**src/rtl/serial_subtractor_pkg.sv**
```systemverilog
// Shared definitions for the bit-serial arithmetic blocks: FSM encoding and
// the width of the bit counter.
package serial_subtractor_pkg;

   typedef enum logic [1:0] {
      ST_IDLE = 2'd0,
      ST_RUN  = 2'd1,
      ST_DONE = 2'd2
   } state_t;

   // Counter must hold 0..width-1; a 1-bit floor keeps tiny widths legal.
   function automatic int cnt_width(input int width);
      return (width > 2) ? $clog2(width) : 1;
   endfunction

endpackage : serial_subtractor_pkg

```
**src/rtl/serial_subtractor_full_subtractor.sv**
```systemverilog
// One-bit full subtractor: d = x - y - bin, with borrow-out.
module full_subtractor (
   input  logic x,
   input  logic y,
   input  logic bin,
   output logic d,
   output logic bout
);

   logic w_xy;

   assign w_xy = x ^ y;
   assign d    = w_xy ^ bin;
   assign bout = (~x & y) | (~w_xy & bin);

endmodule : full_subtractor

```
**src/rtl/serial_subtractor.sv**
```systemverilog
// Bit-serial subtractor: latches operands on start, resolves one bit per
// cycle LSB first, and presents (a - b - bin) with borrow-out for one cycle.
module serial_subtractor
   import serial_subtractor_pkg::*;
#(
   parameter int WIDTH = 8
) (
   input  logic             clk,
   input  logic             rst_n,
   input  logic             start,
   input  logic [WIDTH-1:0] a,
   input  logic [WIDTH-1:0] b,
   input  logic             bin,
   output logic             busy,
   output logic             done,
   output logic [WIDTH-1:0] diff,
   output logic             bout
);

   localparam int CNT_W = cnt_width(WIDTH);
   localparam logic [CNT_W-1:0] LAST_BIT = CNT_W'(WIDTH - 1);

   state_t           r_state;
   state_t           w_next_state;
   logic [WIDTH-1:0] r_a;
   logic [WIDTH-1:0] r_b;
   logic [WIDTH-1:0] r_res;
   logic [WIDTH-1:0] r_diff;
   logic             r_br;
   logic             r_bout;
   logic [CNT_W-1:0] r_cnt;

   logic             w_accept;
   logic             w_last;
   logic             w_d;
   logic             w_bout;

   // Start is only honoured outside RUN; reset priority is handled in the flops.
   assign w_accept = start && (r_state != ST_RUN);
   assign w_last   = (r_cnt == LAST_BIT);

   full_subtractor u_full_subtractor (
      .x    (r_a[0]),
      .y    (r_b[0]),
      .bin  (r_br),
      .d    (w_d),
      .bout (w_bout)
   );

   // NOTE: sequential state uses non-blocking (<=) so every flop samples the
   // pre-edge values; blocking here would create order-dependent simulation.
   always_ff @(posedge clk) begin
      if (!rst_n) begin
         r_state <= ST_IDLE;
      end else begin
         r_state <= w_next_state;
      end
   end

   // NOTE: default assignment first so no path leaves w_next_state unassigned,
   // which would otherwise infer a latch.
   always_comb begin
      w_next_state = r_state;
      unique case (r_state)
         ST_IDLE: if (start)  w_next_state = ST_RUN;
         ST_RUN:  if (w_last) w_next_state = ST_DONE;
         ST_DONE: w_next_state = start ? ST_RUN : ST_IDLE;
         default: w_next_state = ST_IDLE;
      endcase
   end

   always_comb begin
      busy = (r_state == ST_RUN);
      done = (r_state == ST_DONE);
   end

   // NOTE: the operand shift registers are reset too, so an aborted run leaves
   // no stale bits behind; they are plain flops, not a RAM, so this is free.
   always_ff @(posedge clk) begin
      if (!rst_n) begin
         r_a    <= '0;
         r_b    <= '0;
         r_res  <= '0;
         r_br   <= 1'b0;
         r_cnt  <= '0;
         r_diff <= '0;
         r_bout <= 1'b0;
      end else if (w_accept) begin
         r_a   <= a;
         r_b   <= b;
         r_br  <= bin;
         r_res <= '0;
         r_cnt <= '0;
      end else if (r_state == ST_RUN) begin
         r_a   <= r_a >> 1;
         r_b   <= r_b >> 1;
         r_br  <= w_bout;
         r_res <= {w_d, r_res[WIDTH-1:1]};
         // Result is published only on the last bit; counter parks at WIDTH-1.
         if (w_last) begin
            r_diff <= {w_d, r_res[WIDTH-1:1]};
            r_bout <= w_bout;
         end else begin
            r_cnt <= r_cnt + CNT_W'(1);
         end
      end
   end

   assign diff = r_diff;
   assign bout = r_bout;

endmodule : serial_subtractor

```
**config.mk**
```make
export PLATFORM = sky130hd
export DESIGN_NAME = serial_subtractor
export DESIGN_NICKNAME = d
export VERILOG_FILES = /design/src/rtl/serial_subtractor_pkg.sv /design/src/rtl/serial_subtractor_full_subtractor.sv /design/src/rtl/serial_subtractor.sv
export SDC_FILE = /design/constraint.sdc
export NUM_CORES = 1
export LEC_CHECK = 0
export ABC_CLOCK_PERIOD_IN_PS = 1600
export CAP_MARGIN = 20
export CORE_MARGIN = 2
export CORE_UTILIZATION = 50
export CTS_CLUSTER_DIAMETER = 120
export CTS_CLUSTER_SIZE = 24
export DETAILED_ROUTE_END_ITERATION = 8
export PLACE_DENSITY = 0.84
export SLEW_MARGIN = 0
export SYNTH_ARGS = -nofsm -noshare
export SYNTH_HDL_FRONTEND = slang
export SYNTH_SLANG_ARGS = --single-unit
```
**constraint.sdc**
```tcl
create_clock -name clk -period 1.6 [get_ports clk]
set_input_delay 0.32 -clock clk [delete_from_list [all_inputs] [get_ports clk]]
set_output_delay 0.32 -clock clk [all_outputs]
set_load 0.01 [all_outputs]
```
==> summary.md <==
| Metric | Value |
|---|---|
| HP Start | `diff[4]` |
| Drt first pass iters | `4` |
| Final Hold Fails | `0` |
| Reg2Reg Launch Point | `r_cnt[0]` |
| DR vias | `1,338` |
| Post-Layout Cell Count | `250` |
| Part of the cycle the worst path needs | `0.968` |
| Worst ir drop on vdd | `0.626 mV` |
| CORE AREA | `3080 um^2` |
| Max Cap Viol | `0` |
| Slew Viols, Final | `0` |
| Vias/cell | `5.35` |
| Crit-path max FO | `2` |
| Setup Skew | `0.00369 ns` |
| Worst-Margin Slew | `0.408 ns` |
| Die Wd | `61.0 um` |
| Clock transition at path regs | `0.11 ns` |
| Nets | `228` |
| Register Area | `763 um^2` |
| Mean Syn Cell Area | `9.55 um^2` |
| Vias in the first global route | `1,375` |
| Crit path buf inv count | `1` |
| Die Height | `61.0 um` |
| Register area share after synthesis | `0.469` |
| Fill cells | `240` |
| Post-DRT Antenna Nets | `0` |
| FF-to-FF path depth | `5` |
| CTS Root Cell | `clkbuf_4` |
| CTS tree | `built` |
| Clk_lat worst skew | `0.34 ns` |
| Tot GR Track Use | `0.214` |
| Status | `complete, no violations` |
| DR iter-0 viols | `77` |
| Largest net degree at the start of global routing | `40` |
| Hold Crit Endpoint | `diff[4]` |
| Drt total wl | `3440 um` |
| H-tree levels | `2` |
| Placed Cells | `241` |
| RSZ-0062 raised after global routing | `no` |
| Arrival time at the worst endpoint | `1.23 ns` |
| Seq cells post-synth | `38` |
| Cell Pwr Density | `880 nW/um^2` |
| Yosys Warn Count | `0` |
| Layout cell share with drive strength beyond 1 | `0.155` |
| Fin crit period | `1.55 ns` |
| Reg2reg end | `r_cnt[0]` |
| Slew headroom | `0.728` |
| First-pass GRT wire length | `5780 um` |
| Syn_nets | `193` |
| # hold bufs at CTS | `0` |
| R2R setup slack | `0.13 ns` |
| Layout area overhead | `26.6%` |
| Total congestion overflow | `0` |
| CP Cell Sequence | `clkdlybuf4s50_1` |
| Hold_ws | `0.462 ns` |
| WS Path Type | `flop to primary output` |
| Pwr Total | `1.81 mW` |
| Area after DPL | `1980 um^2` |
| Final RePlAce weighted congestion | `0.813` |
| Yosys cell types | `25` |
| Syn Inst Count | `170` |
| CP top delay family | `buffers and inverters` |
| Routed WL per cell | `13.8 um` |
| Maximum clock insertion buffer count | `2` |
| Diode count | `0` |
| Initial Utilization | `0.527` |
| DRC | `0` |
| DPL Wire Length | `2530 um` |
| CTS Buf Count | `5` |
| # IOs | `31` |
| Min-delay worst type | `flop to flop` |
| Footprint of the multi-input gates | `769 um^2` |
| Initial antenna violation count | `0` |
| Hold Path Cell Cnt | `2` |
| Cell with the largest stage delay on the worst path | `clkdlybuf4s50_1` |
| Sink Count | `38` |
| Crit. End Element | `primary output` |
| Req. time, crit path | `1.28 ns` |
| Final instance area | `2050 um^2` |
| Max Clk Rate | `0.646 GHz` |
| Die area | `3720 um^2` |
| IO buf count | `30` |
| Placement row count | `20` |
| Lkg Pwr | `0.874 nW` |
| Final setup fails | `0` |
| Kind of start point of the critical path | `flop` |
| CP max stage delay | `0.54 ns` |
| Synthesized area | `1620 um^2` |
| Setup TNS | `0 ns` |
-- cells in the mapped netlist --
library cell | n | area share
nand2b_4 | 1 | 0.0085
o211a_1 | 2 | 0.012
nor2b_1 | 1 | 0.0039
mux2i_1 | 15 | 0.093
nand3b_1 | 1 | 0.0046
a21oi_1 | 18 | 0.056
buf_2 | 8 | 0.025
a211oi_1 | 5 | 0.023
dfxtp_1 | 38 | 0.47
xnor2_1 | 1 | 0.0054
o21ai_4 | 1 | 0.010
a311oi_2 | 1 | 0.0092
nand2_1 | 27 | 0.062
o21ai_0 | 2 | 0.0062
o21a_1 | 1 | 0.0046
nor3b_2 | 1 | 0.0077
inv_2 | 1 | 0.0023
ha_1 | 2 | 0.015
inv_1 | 4 | 0.0092
buf_6 | 3 | 0.021
a211oi_2 | 9 | 0.069
o211ai_1 | 1 | 0.0046
fa_1 | 1 | 0.012
nand3_1 | 8 | 0.025
nor2_1 | 18 | 0.042
-- report_power, final --
group / switching [mW] / total (mW) / internal (mW) / leakage (nW)
clock: 0.303 / 0.516 / 0.213 / 0.0353
combinational: 0.140 / 0.273 / 0.133 / 0.528
sequential: 0.0268 / 1.02 / 0.992 / 0.311
total: 0.470 / 1.81 / 1.34 / 0.874
-- per-layer routing --
layer,global-route usage,vias to the layer above,share of wire
li1,-,655,-
met2,0.389,30,0.53
met5,0,-,0
met1,0.228,646,0.41
met4,0.102,0,0.018
met3,0.0597,7,0.044
-- state kept, by name, indices dropped and copies added, names as in the netlist --
register  count
r_cnt         3
r_b           8
r_a           8
diff          8
r_res         7
bout          1
r_state       2
r_br          1
-- final cells by class --
type / instances / share of cell area
Clock buffer: 7 / 0.0268
Clock inverter: 1 / 0.00244
Inverter: 5 / 0.00914
Multi-Input combinational cell: 116 / 0.375
Sequential cell: 38 / 0.371
Tap cell: 44 / 0.0268
Timing Repair Buffer: 39 / 0.189
-- through the flow --
step	worst slack (ns)	utilization
global placement	0.114	0.642
detailed placement	0.0517	0.642
global route	0.00406	0.667
floorplan	0.324	-
finish	0.0516	0.667
CTS	0.0209	0.662
-- what timing repair did --
item / 4_1_cts / 5_1_grt
endpoints found under the setup margin: 2 / 11
pin swaps: 0 / 1
setup buffers: 0 / 1
gates resized for setup: 4 / 4
-- layout by cell type (no fill, tap or decap), types with 2 or more instances in the layout --
master            n
o21ai_0           2
ha_1              2
nand3_1           8
o211a_1           2
a21oi_1          18
nand2_1          27
clkdlybuf4s50_1  24
dlymetal6s2s_1    4
a211oi_1          5
nor2_1           18
dfxtp_2           2
dfxtp_1          36
buf_4             8
a211oi_2          9
dlygate4sd2_1     2
mux2i_1          15
inv_1             4
clkbuf_4          5
-- logic make-up after synthesis --
| logic type | share of synthesized area |
|---|---|
| and+or+nand+nor | 0.153 |
| buffers and inverters | 0.0570 |
| muxes | 0.0925 |
| DFF | 0.469 |
| AOI/OAI and AO/OA | 0.195 |
| adders and majority gates | 0.0278 |
| xor gates and xnor gates | 0.00540 |
-- worst max-delay path by stage --
stage	to	depth (start not counted)	startpoint	slack, ns
2_1_floorplan	r_cnt[0]	5	r_cnt[0]	0.32
3_3_place_gp	r_a[6]	4	start	0.11
3_5_place_dp	r_cnt[2]	4	start	0.05
4_1_cts	diff[2]	1	diff[2]	0.02
5_1_grt	diff[3]	1	diff[3]	0.004
6_report	diff[5]	1	diff[5]	0.05
Note: power is estimated with default switching activity, not from simulation.
